===== src/rtl/branch_redirect_ctrl_if.sv =====
// Bundle between the ID/EX pipeline stages, the redirect/hazard controller and
// the fetch stage. The controller side uses the slave modport; whatever drives
// the pipeline inputs and consumes the fetch controls uses the master modport.
interface branch_redirect_ctrl_if #(
  parameter int PC_WIDTH = 32
);
  logic                cpu_en;
  logic                id_valid;
  logic                id_is_cond_br;
  logic                id_is_jal;
  logic [PC_WIDTH-1:0] id_pc;
  logic [PC_WIDTH-1:0] id_imm;
  logic [4:0]          id_rs1;
  logic [4:0]          id_rs2;
  logic                id_uses_rs1;
  logic                id_uses_rs2;
  logic                ex_mem_read;
  logic [4:0]          ex_rd;
  logic                ex_resolve_valid;
  logic                ex_taken;
  logic                is_branch;
  logic [PC_WIDTH-1:0] branch_pc;
  logic                is_restore;
  logic                is_stall;
  logic                flush_id;
  logic [1:0]          pred_ctr;

  modport master (
    output cpu_en, id_valid, id_is_cond_br, id_is_jal, id_pc, id_imm,
           id_rs1, id_rs2, id_uses_rs1, id_uses_rs2, ex_mem_read, ex_rd,
           ex_resolve_valid, ex_taken,
    input  is_branch, branch_pc, is_restore, is_stall, flush_id, pred_ctr
  );

  modport slave (
    input  cpu_en, id_valid, id_is_cond_br, id_is_jal, id_pc, id_imm,
           id_rs1, id_rs2, id_uses_rs1, id_uses_rs2, ex_mem_read, ex_rd,
           ex_resolve_valid, ex_taken,
    output is_branch, branch_pc, is_restore, is_stall, flush_id, pred_ctr
  );
endinterface


===== src/rtl/branch_redirect_ctrl.sv =====
// Control-flow redirect and hazard controller for the fetch stage.
// Predicts conditional branches at ID from one global 2-bit saturating counter,
// redirects JAL unconditionally, keeps a single outstanding prediction until EX
// resolves it, corrects mispredicts (restore or redirect) and raises load-use
// stalls. All fetch controls are combinational from the current ID/EX inputs.
module branch_redirect_ctrl #(
  parameter int PC_WIDTH = 32
) (
  input logic            clk,
  input logic            rst,
  branch_redirect_ctrl_if.slave bus
);

  typedef enum logic [0:0] {
    IDLE     = 1'b0,
    WAIT_RES = 1'b1
  } state_t;

  state_t              state;
  state_t              state_nxt;
  logic [1:0]          ctr;
  logic [1:0]          ctr_nxt;
  logic                pred_taken_q;
  logic                pred_taken_nxt;
  logic [PC_WIDTH-1:0] alt_target_q;
  logic [PC_WIDTH-1:0] alt_target_nxt;

  logic [PC_WIDTH-1:0] target;
  logic                load_use;
  logic                mispredict;
  logic                id_xfer;

  logic                is_branch;
  logic [PC_WIDTH-1:0] branch_pc;
  logic                is_restore;
  logic                is_stall;
  logic                flush_id;

  // Saturating update of the 2-bit direction counter toward the actual outcome.
  function automatic logic [1:0] ctr_update(input logic [1:0] cur, input logic taken);
    logic [1:0] res;
    if (taken) begin
      res = (cur == 2'd3) ? 2'd3 : cur + 2'd1;
    end else begin
      res = (cur == 2'd0) ? 2'd0 : cur - 2'd1;
    end
    return res;
  endfunction

  // Wrapping add: the carry out of the target is deliberately dropped.
  assign target = bus.id_pc + bus.id_imm;

  // Register x0 never creates a dependency, so it is excluded from the match.
  assign load_use = bus.id_valid & bus.ex_mem_read & (bus.ex_rd != 5'd0) &
                    ((bus.id_uses_rs1 & (bus.id_rs1 == bus.ex_rd)) |
                     (bus.id_uses_rs2 & (bus.id_rs2 == bus.ex_rd)));

  assign mispredict = (state == WAIT_RES) & bus.ex_resolve_valid &
                      (bus.ex_taken != pred_taken_q);

  assign id_xfer = bus.id_valid & (bus.id_is_cond_br | bus.id_is_jal);

  // Prioritised fetch controls and next-state; a stall never coexists with a redirect.
  always_comb begin
    state_nxt      = state;
    ctr_nxt        = ctr;
    pred_taken_nxt = pred_taken_q;
    alt_target_nxt = alt_target_q;
    is_branch      = 1'b0;
    branch_pc      = '0;
    is_restore     = 1'b0;
    is_stall       = 1'b0;
    flush_id       = 1'b0;

    if (bus.cpu_en) begin
      if (mispredict) begin
        // Wrongly taken: go back to the fall-through; wrongly not-taken: jump.
        if (pred_taken_q) begin
          is_restore = 1'b1;
        end else begin
          is_branch = 1'b1;
          branch_pc = alt_target_q;
        end
        flush_id = 1'b1;
      end else if (load_use) begin
        is_stall = 1'b1;
      end else if ((state == WAIT_RES) && id_xfer) begin
        // Only one control transfer may be in flight; hold the new one in ID.
        is_stall = 1'b1;
      end else if ((state == IDLE) && bus.id_valid && bus.id_is_jal) begin
        is_branch = 1'b1;
        branch_pc = target;
        flush_id  = 1'b1;
      end else if ((state == IDLE) && bus.id_valid && bus.id_is_cond_br) begin
        if (ctr[1]) begin
          is_branch = 1'b1;
          branch_pc = target;
          flush_id  = 1'b1;
        end else begin
          is_branch = 1'b0;
        end
        state_nxt      = WAIT_RES;
        pred_taken_nxt = ctr[1];
        alt_target_nxt = target;
      end else begin
        is_stall = 1'b0;
      end

      // Resolution retires the outstanding prediction regardless of ID activity.
      case (state)
        WAIT_RES: begin
          if (bus.ex_resolve_valid) begin
            state_nxt = IDLE;
            ctr_nxt   = ctr_update(ctr, bus.ex_taken);
          end else begin
            state_nxt = state_nxt;
          end
        end
        IDLE:    state_nxt = state_nxt;
        default: state_nxt = IDLE;
      endcase
    end else begin
      state_nxt = state;
    end
  end

  // State, counter and prediction latches; frozen while the core is disabled.
  always_ff @(posedge clk or negedge rst) begin
    if (!rst) begin
      state        <= IDLE;
      ctr          <= 2'b10;
      pred_taken_q <= 1'b0;
      alt_target_q <= '0;
    end else if (bus.cpu_en) begin
      state        <= state_nxt;
      ctr          <= ctr_nxt;
      pred_taken_q <= pred_taken_nxt;
      alt_target_q <= alt_target_nxt;
    end else begin
      state        <= state;
      ctr          <= ctr;
      pred_taken_q <= pred_taken_q;
      alt_target_q <= alt_target_q;
    end
  end

  assign bus.is_branch  = is_branch;
  assign bus.branch_pc  = branch_pc;
  assign bus.is_restore = is_restore;
  assign bus.is_stall   = is_stall;
  assign bus.flush_id   = flush_id;
  assign bus.pred_ctr   = ctr;

endmodule


===== src/flat_wrapper.sv =====
// flat-port wrapper written by rule: the top's interface ports become plain ports
module branch_redirect_ctrl_flat 
#(
  parameter int PC_WIDTH = 32
)
  (clk, rst, bus_cpu_en, bus_id_valid, bus_id_is_cond_br, bus_id_is_jal, bus_id_pc, bus_id_imm, bus_id_rs1, bus_id_rs2, bus_id_uses_rs1, bus_id_uses_rs2, bus_ex_mem_read, bus_ex_rd, bus_ex_resolve_valid, bus_ex_taken, bus_is_branch, bus_branch_pc, bus_is_restore, bus_is_stall, bus_flush_id, bus_pred_ctr);
  branch_redirect_ctrl_if #(.PC_WIDTH(PC_WIDTH)) bus_i ();
  input logic clk;
  input logic rst;
  input wire logic [$bits(bus_i.cpu_en)-1:0] bus_cpu_en;
  input wire logic [$bits(bus_i.id_valid)-1:0] bus_id_valid;
  input wire logic [$bits(bus_i.id_is_cond_br)-1:0] bus_id_is_cond_br;
  input wire logic [$bits(bus_i.id_is_jal)-1:0] bus_id_is_jal;
  input wire logic [$bits(bus_i.id_pc)-1:0] bus_id_pc;
  input wire logic [$bits(bus_i.id_imm)-1:0] bus_id_imm;
  input wire logic [$bits(bus_i.id_rs1)-1:0] bus_id_rs1;
  input wire logic [$bits(bus_i.id_rs2)-1:0] bus_id_rs2;
  input wire logic [$bits(bus_i.id_uses_rs1)-1:0] bus_id_uses_rs1;
  input wire logic [$bits(bus_i.id_uses_rs2)-1:0] bus_id_uses_rs2;
  input wire logic [$bits(bus_i.ex_mem_read)-1:0] bus_ex_mem_read;
  input wire logic [$bits(bus_i.ex_rd)-1:0] bus_ex_rd;
  input wire logic [$bits(bus_i.ex_resolve_valid)-1:0] bus_ex_resolve_valid;
  input wire logic [$bits(bus_i.ex_taken)-1:0] bus_ex_taken;
  output wire logic [$bits(bus_i.is_branch)-1:0] bus_is_branch;
  output wire logic [$bits(bus_i.branch_pc)-1:0] bus_branch_pc;
  output wire logic [$bits(bus_i.is_restore)-1:0] bus_is_restore;
  output wire logic [$bits(bus_i.is_stall)-1:0] bus_is_stall;
  output wire logic [$bits(bus_i.flush_id)-1:0] bus_flush_id;
  output wire logic [$bits(bus_i.pred_ctr)-1:0] bus_pred_ctr;
  assign bus_i.cpu_en = bus_cpu_en;
  assign bus_i.id_valid = bus_id_valid;
  assign bus_i.id_is_cond_br = bus_id_is_cond_br;
  assign bus_i.id_is_jal = bus_id_is_jal;
  assign bus_i.id_pc = bus_id_pc;
  assign bus_i.id_imm = bus_id_imm;
  assign bus_i.id_rs1 = bus_id_rs1;
  assign bus_i.id_rs2 = bus_id_rs2;
  assign bus_i.id_uses_rs1 = bus_id_uses_rs1;
  assign bus_i.id_uses_rs2 = bus_id_uses_rs2;
  assign bus_i.ex_mem_read = bus_ex_mem_read;
  assign bus_i.ex_rd = bus_ex_rd;
  assign bus_i.ex_resolve_valid = bus_ex_resolve_valid;
  assign bus_i.ex_taken = bus_ex_taken;
  assign bus_is_branch = bus_i.is_branch;
  assign bus_branch_pc = bus_i.branch_pc;
  assign bus_is_restore = bus_i.is_restore;
  assign bus_is_stall = bus_i.is_stall;
  assign bus_flush_id = bus_i.flush_id;
  assign bus_pred_ctr = bus_i.pred_ctr;
  branch_redirect_ctrl #(.PC_WIDTH(PC_WIDTH)) u_core (.clk(clk), .rst(rst), .bus(bus_i));
endmodule

===== config.mk =====
export PLATFORM = sky130hd
export DESIGN_NAME = branch_redirect_ctrl_flat
export DESIGN_NICKNAME = d
export VERILOG_FILES = /design/src/rtl/branch_redirect_ctrl_if.sv /design/src/rtl/branch_redirect_ctrl.sv /design/src/flat_wrapper.sv
export SDC_FILE = /design/constraint.sdc
export NUM_CORES = 1
export LEC_CHECK = 0
export ABC_AREA = 1
export CORE_ASPECT_RATIO = 0.75
export CORE_MARGIN = 2
export CORE_UTILIZATION = 50
export DETAILED_ROUTE_END_ITERATION = 10
export PLACE_DENSITY = 0.83
export SLEW_MARGIN = 20
export SYNTH_ARGS = -nofsm -noshare
export SYNTH_HDL_FRONTEND = slang
export SYNTH_SLANG_ARGS = --single-unit

===== constraint.sdc =====
create_clock -name clk -period 3.7 [get_ports clk]
set_input_delay 0.74 -clock clk [delete_from_list [all_inputs] [get_ports clk]]
set_output_delay 0.74 -clock clk [all_outputs]
set_load 0.1 [all_outputs]

==> results of run 1 <==
per-layer routing:
| metal | share of wire | vias to the layer above | global-route usage |
|---|---|---|---|
| met5 | 0 | - | 0 |
| met4 | 0.028 | 0 | 0.08204 |
| met3 | 0.13 | 73 | 0.07376 |
| met2 | 0.44 | 447 | 0.4728 |
| met1 | 0.41 | 2714 | 0.4388 |
| li1 | - | 2833 | - |
cell families after synthesis:
logic type,count (synthesis),synth area share
simple gates,510,0.4599
buf+inv,151,0.1331
compound gates,72,0.08320
flops,36,0.1967
fa+ha+maj,32,0.08892
xor+xnor,20,0.03819
Yosys cell counts, drive strengths merged:
| master | number |
|---|---|
| or2 | 1 |
| fa | 1 |
| o21bai | 2 |
| and2 | 1 |
| ha | 31 |
| nor2 | 64 |
| xor2 | 16 |
| nand2 | 367 |
| nor3 | 5 |
| inv | 134 |
| dfstp | 1 |
| nand3b | 4 |
| nand2b | 2 |
| xnor2 | 4 |
| buf | 14 |
| dfrtp | 35 |
| a21o | 1 |
| clkbuf | 3 |
| o21ai | 10 |
| nand4 | 4 |
| o22ai | 2 |
| a21oi | 57 |
| nand3 | 62 |
per-stage QoR:
step	area, um2	setup slack [ps]	hold slack [ps]	utilization
after floorplan	4707	-71.60	442.2	-
after global placement	6706	-114.9	453.8	0.7476
after detailed placement	6706	-210.7	459.1	0.7476
after CTS	6907	16.97	473.9	0.7699
after global routing	7437	-183.2	485.5	0.8290
final	7437	-60.54	474.8	0.8290
layout make-up:
type                            count  area, um2  share of cell area
Inverter                          134      505.5             0.06797
Clock buffer                        5      125.1             0.01682
Sequential cell                    36      902.1              0.1213
Multi-Input combinational cell    634       3701              0.4976
Timing Repair Buffer              170       2021              0.2717
Clock inverter                      3      42.54            0.005720
Tap cell                          112      140.1             0.01884
critical path, delay by kind of cell:
kind | cells | cell delay [ps]
and+or+nand+nor | 5 | 610
AOI/OAI and AO/OA | 3 | 650
buffers and inverters | 3 | 780
adders and majority gates | 1 | 230
path summary, 6_finish.rpt:
check | startpoint | end | slack, ps | cells past startpoint
setup / recovery | bus_id_pc[21] | bus_branch_pc[30] | -60 | 12
hold / removal | u_core.alt_target_q[14] | u_core.alt_target_q[14] | 470 | 2
setup reg to reg | u_core.state | u_core.alt_target_q[1] | 1960 | 6
hold reg to reg | u_core.alt_target_q[14] | u_core.alt_target_q[14] | 470 | 2
max in group asynchronous | rst | u_core.bus.pred_ctr[1] | 2440 | 2
min in group asynchronous | rst | u_core.alt_target_q[23] | 880 | 2
power breakdown:
group | leakage, nW | total, mW | switching [mW] | internal, mW
clock network | 0.0798 | 0.503 | 0.186 | 0.317
registers | 0.452 | 0.716 | 0.123 | 0.593
logic | 3.32 | 1.77 | 1.11 | 0.660
total | 3.85 | 2.99 | 1.42 | 1.57
registers in the layout, summed over array words and instances (netlist names):
register / cells
u_core.state: 1
u_core.pred_taken_q: 1
u_core.bus.pred_ctr: 2
u_core.alt_target_q: 32
timing repair:
item                                    CTS  global route
pin swaps                                 6            33
setup buffers                             1             1
cloned                                    0             0
endpoints found under the setup margin   11            24
resized for setup                        11           121
==> impl_metrics.env, run 1 <==
export IMPL_ir_drop_v=0.0002173
export IMPL_maxCapViolCount=0
export IMPL_cts_tree="built"
export IMPL_fin_crit_ps=3761
export IMPL_drc=0
export IMPL_fillers=557
export IMPL_cts_num_sinks=36
export IMPL_worstSetupPathType="input port to primary output"
export IMPL_start_util=0.5113
export IMPL_syn_area_per_cell_um2=5.587
export IMPL_setup_slack_ps=-60.54
export IMPL_clk_latency_ps=290
export IMPL_status="complete, but fails checks"
export IMPL_clockBufferDepth=2
export IMPL_yosysTopAreaCell="nand2_1"
export IMPL_violations="negative setup slack"
export IMPL_relSlewSlack=0.3361
export IMPL_clkSlewWorstSetupHoldPaths_ps=60
export IMPL_hold_path_class="register to register"
export IMPL_track_usage=0.3096
export IMPL_arrival_ps=3020
export IMPL_rows=30
export IMPL_place_congestion=0.9665
export IMPL_end_kind="primary output"
export IMPL_nNetsFinal=1103
export IMPL_dieArea_mm2=0.009964
export IMPL_syn_nets=943
export IMPL_cp_max_fo=5
export IMPL_grt_pass1_wl_mm=24.78
export IMPL_netlist_instances=821
export IMPL_total_power_mw=2.986
export IMPL_cts_hold_buf=0
export IMPL_drtIter0Drc=749
export IMPL_cts_buffers=5
export IMPL_setup_viol=1
export IMPL_yosysWarnings=0
export IMPL_powerDensity_mw_per_mm2=401.5
export IMPL_finalCritPeriodShare=1.016
export IMPL_tightest_slew_ps=992.7
export IMPL_final_cell_mix="nand2_1, inv_1, clkdlybuf4s50_1"
export IMPL_yosys_area_top_type_share=0.2897
export IMPL_grt_ovfl_total=0
export IMPL_ys_seq_area_frac=0.1967
export IMPL_rsz0062_at_grt="true"
export IMPL_layout_commonest_cell="nand2_1"
export IMPL_synth_area_top_cells="nand2_1, dfrtp_1, inv_1"
export IMPL_drt_first_pass_iters=8
export IMPL_slew_viol_final=0
export IMPL_diodes=0
export IMPL_first_global_vias=5446
export IMPL_finalNonFillerCells=1094
export IMPL_core_area_mm2=0.008971
export IMPL_critPathSlowestCell="clkdlybuf4s50_1"
export IMPL_cts_root_buffer_cell="clkbuf_16"
export IMPL_path_common_cell="nand2_1"
export IMPL_p_leak_nw=3.849
export IMPL_die_x_um=114.6
export IMPL_area_growth_pct=62.14
export IMPL_vias=6067
export IMPL_antenna_found_initial=0
export IMPL_vias_per_cell=5.546
export IMPL_netlist_area_mm2=0.004587
export IMPL_skew_ps=7.656
export IMPL_dp_cells=1084
export IMPL_dpl_hpwl_mm=11.96
export IMPL_htreeDepth=2
export IMPL_synth_cell_types=35
export IMPL_io_buffer_count=127
export IMPL_die_h_um=86.95
export IMPL_grt_max_degree=38
export IMPL_synth_seq_cells=36
export IMPL_drive_gt1_frac=0.2444
export IMPL_pin_count=128
export IMPL_finalHoldViolCount=0
export IMPL_required_ps=2960
export IMPL_ant_nets=0
export IMPL_cp_cell_sequence="clkdlybuf4s50_1, ha_4, nand2_1, inv_1, a21oi_1, nand2_1, a21oi_1, nand2_1, nand2_1, nand3_1, a21oi_2, buf_12"
export IMPL_max_stage_delay_ps=510
export IMPL_max_freq_mhz=265.9
export IMPL_fin_tns_setup_ps=-60.54
export IMPL_drt_total_wl_mm=17.28
export IMPL_wl_per_cell_um=15.79
export IMPL_start_kind="input port"
Power figures use the tool's default switching activity.
==> inputs of run 2 (changes only) <==
Settings changed: SKIP_CTS_REPAIR_TIMING set to 1.
==> run 2 against run 1 <==
Against the previous run: the flow still finishes with violations (negative setup slack); cell count about the same; global-route usage decreased by 0.33 points; worst hold slack got worse by 1.7 ps; register-to-register slack got worse by 40 ps; via count decreased by 0.20%.
==> impl_metrics.env, run 2 (synthesis results as in run 1) <==
export IMPL_whs_path_depth=2
export IMPL_die_x_um=114.6
export IMPL_p_leak_nw=3.859
export IMPL_dieArea_mm2=0.009964
export IMPL_vias=6055
export IMPL_layout_commonest_cell="nand2_1"
export IMPL_drt_first_pass_iters=8
export IMPL_clockBufferDepth=2
export IMPL_diodes=0
export IMPL_pin_count=128
export IMPL_status="complete, but fails checks"
export IMPL_cp_max_fo=4
export IMPL_cts_root_buffer_cell="clkbuf_16"
export IMPL_core_area_mm2=0.008971
export IMPL_ant_nets=0
export IMPL_rr_endpoint="u_core.alt_target_q[10]"
export IMPL_ir_drop_v=0.0002090
export IMPL_worstSetupPathType="input port to primary output"
export IMPL_drtIter0Drc=755
export IMPL_maxCapViolCount=0
export IMPL_dpl_hpwl_mm=11.96
export IMPL_violations="negative setup slack"
export IMPL_grt_pass1_wl_mm=24.51
export IMPL_cts_num_sinks=36
export IMPL_die_h_um=86.95
export IMPL_required_ps=2960
export IMPL_place_congestion=0.9665
export IMPL_end_kind="primary output"
export IMPL_nNetsFinal=1102
export IMPL_rsz0062_at_grt="true"
export IMPL_start_kind="input port"
export IMPL_drive_gt1_frac=0.2406
export IMPL_io_buffer_count=127
export IMPL_clkSlewWorstSetupHoldPaths_ps=60
export IMPL_cts_tree="built"
export IMPL_r2r_start="u_core.state"
export IMPL_skew_ps=6.419
export IMPL_hold_path_class="register to register"
export IMPL_vias_per_cell=5.540
export IMPL_fin_crit_ps=3758
export IMPL_slew_viol_final=0
export IMPL_cts_buffers=5
export IMPL_track_usage=0.3063
export IMPL_arrival_ps=3020
export IMPL_area_growth_pct=62.93
export IMPL_antenna_found_initial=0
export IMPL_drt_total_wl_mm=17.27
export IMPL_top_register="u_core.alt_target_q"
export IMPL_r2r_slack_ps=1920
export IMPL_htreeDepth=2
export IMPL_setup_slack_ps=-58.42
export IMPL_hold_path_startpoint="u_core.alt_target_q[13]"
export IMPL_relSlewSlack=0.3357
export IMPL_drc=0
export IMPL_grt_ovfl_total=0
export IMPL_tightest_slew_ps=993.4
export IMPL_finalCritPeriodShare=1.016
export IMPL_hold_end="u_core.alt_target_q[13]"
export IMPL_start_util=0.5113
export IMPL_powerDensity_mw_per_mm2=401.0
export IMPL_whs_ps=473.1
export IMPL_wl_per_cell_um=15.80
export IMPL_final_cell_mix="nand2_1, inv_1, clkdlybuf4s50_1"
export IMPL_first_global_vias=5377
export IMPL_finalHoldViolCount=0
export IMPL_max_freq_mhz=266.1
export IMPL_setup_viol=2
export IMPL_largest_register_ffs=32
export IMPL_fin_util=0.8331
export IMPL_rows=30
export IMPL_grt_max_degree=38
export IMPL_clk_latency_ps=290
export IMPL_worstRegToRegCells=6
[run 2: cell count changes in the layout (fill, tap and decap cells not counted), moves of 2 or more]
cell | before | now
nor2_2 | 16 | 14
a21oi_2 | 40 | 37
dlygate4sd2_1 | 2 | 0
a21oi_4 | 2 | 5
ha_4 | 19 | 21
dlymetal6s2s_1 | 16 | 18
[run 2: through the flow]
stage | total power [mW] | TNS [ps] | worst slack (ps) | cells | instance area, um2
floorplan | 1.738 | -71.60 | -71.60 | 821 | 4707
global placement | 2.282 | -344.1 | -114.9 | 1084 | 6706
detailed placement | 2.322 | -978.2 | -210.7 | 1084 | 6706
CTS | 2.823 | -1256 | -224.0 | 1092 | 6874
global route | 3.136 | -613.8 | -110.8 | 1093 | 7473
finish | 2.997 | -65.84 | -58.42 | 1093 | 7473
[run 2: routing by layer]
layer | vias up | wire length (um) | global-route usage
met3 | 68 | 2113 | 0.08142
met1 | 2724 | 7041 | 0.4324
li1 | 2835 | - | -
met5 | - | 0 | 0
met4 | 0 | 422 | 0.07428
met2 | 428 | 7689 | 0.4669
[run 2: how the worst max path moves through the flow]
stage | start | to | slack (ps) | cells after the start
2_1_floorplan | bus_id_imm[0] | bus_branch_pc[16] | -70 | 13
3_5_place_dp | bus_id_pc[0] | bus_branch_pc[16] | -210 | 15
4_1_cts | bus_id_pc[0] | bus_branch_pc[16] | -220 | 15
6_report | bus_id_imm[15] | bus_branch_pc[30] | -60 | 14
5_1_grt | bus_id_pc[19] | bus_branch_pc[24] | -110 | 11
3_3_place_gp | bus_id_pc[0] | bus_branch_pc[16] | -110 | 15
[run 2: layout make-up]
cell class | instances | area [um2]
Multi-Input combinational cell | 634 | 3741
Sequential cell | 36 | 902.1
Clock inverter | 3 | 42.54
Tap cell | 112 | 140.1
Inverter | 134 | 505.5
Clock buffer | 5 | 125.1
Fill cell | 538 | 1498
Timing Repair Buffer | 169 | 2017
[run 2: power breakdown]
| part | total, mW | internal [mW] | switching, mW | leakage, nW |
|---|---|---|---|---|
| registers | 0.717 | 0.593 | 0.123 | 0.452 |
| clock network | 0.501 | 0.317 | 0.184 | 0.0798 |
| logic | 1.78 | 0.663 | 1.12 | 3.33 |
[run 2: critical path, stage by stage]
cell and delay (ps):
clkdlybuf4s50_1 470, ha_2 330, nand2_1 110, nand2_1 110
nand2_1 90, nand2_1 70, nand2_1 70, nand2_1 80
a21oi_1 230, nand2_1 80, nand2_1 120, nand3_1 110
a21oi_2 200, buf_12 200
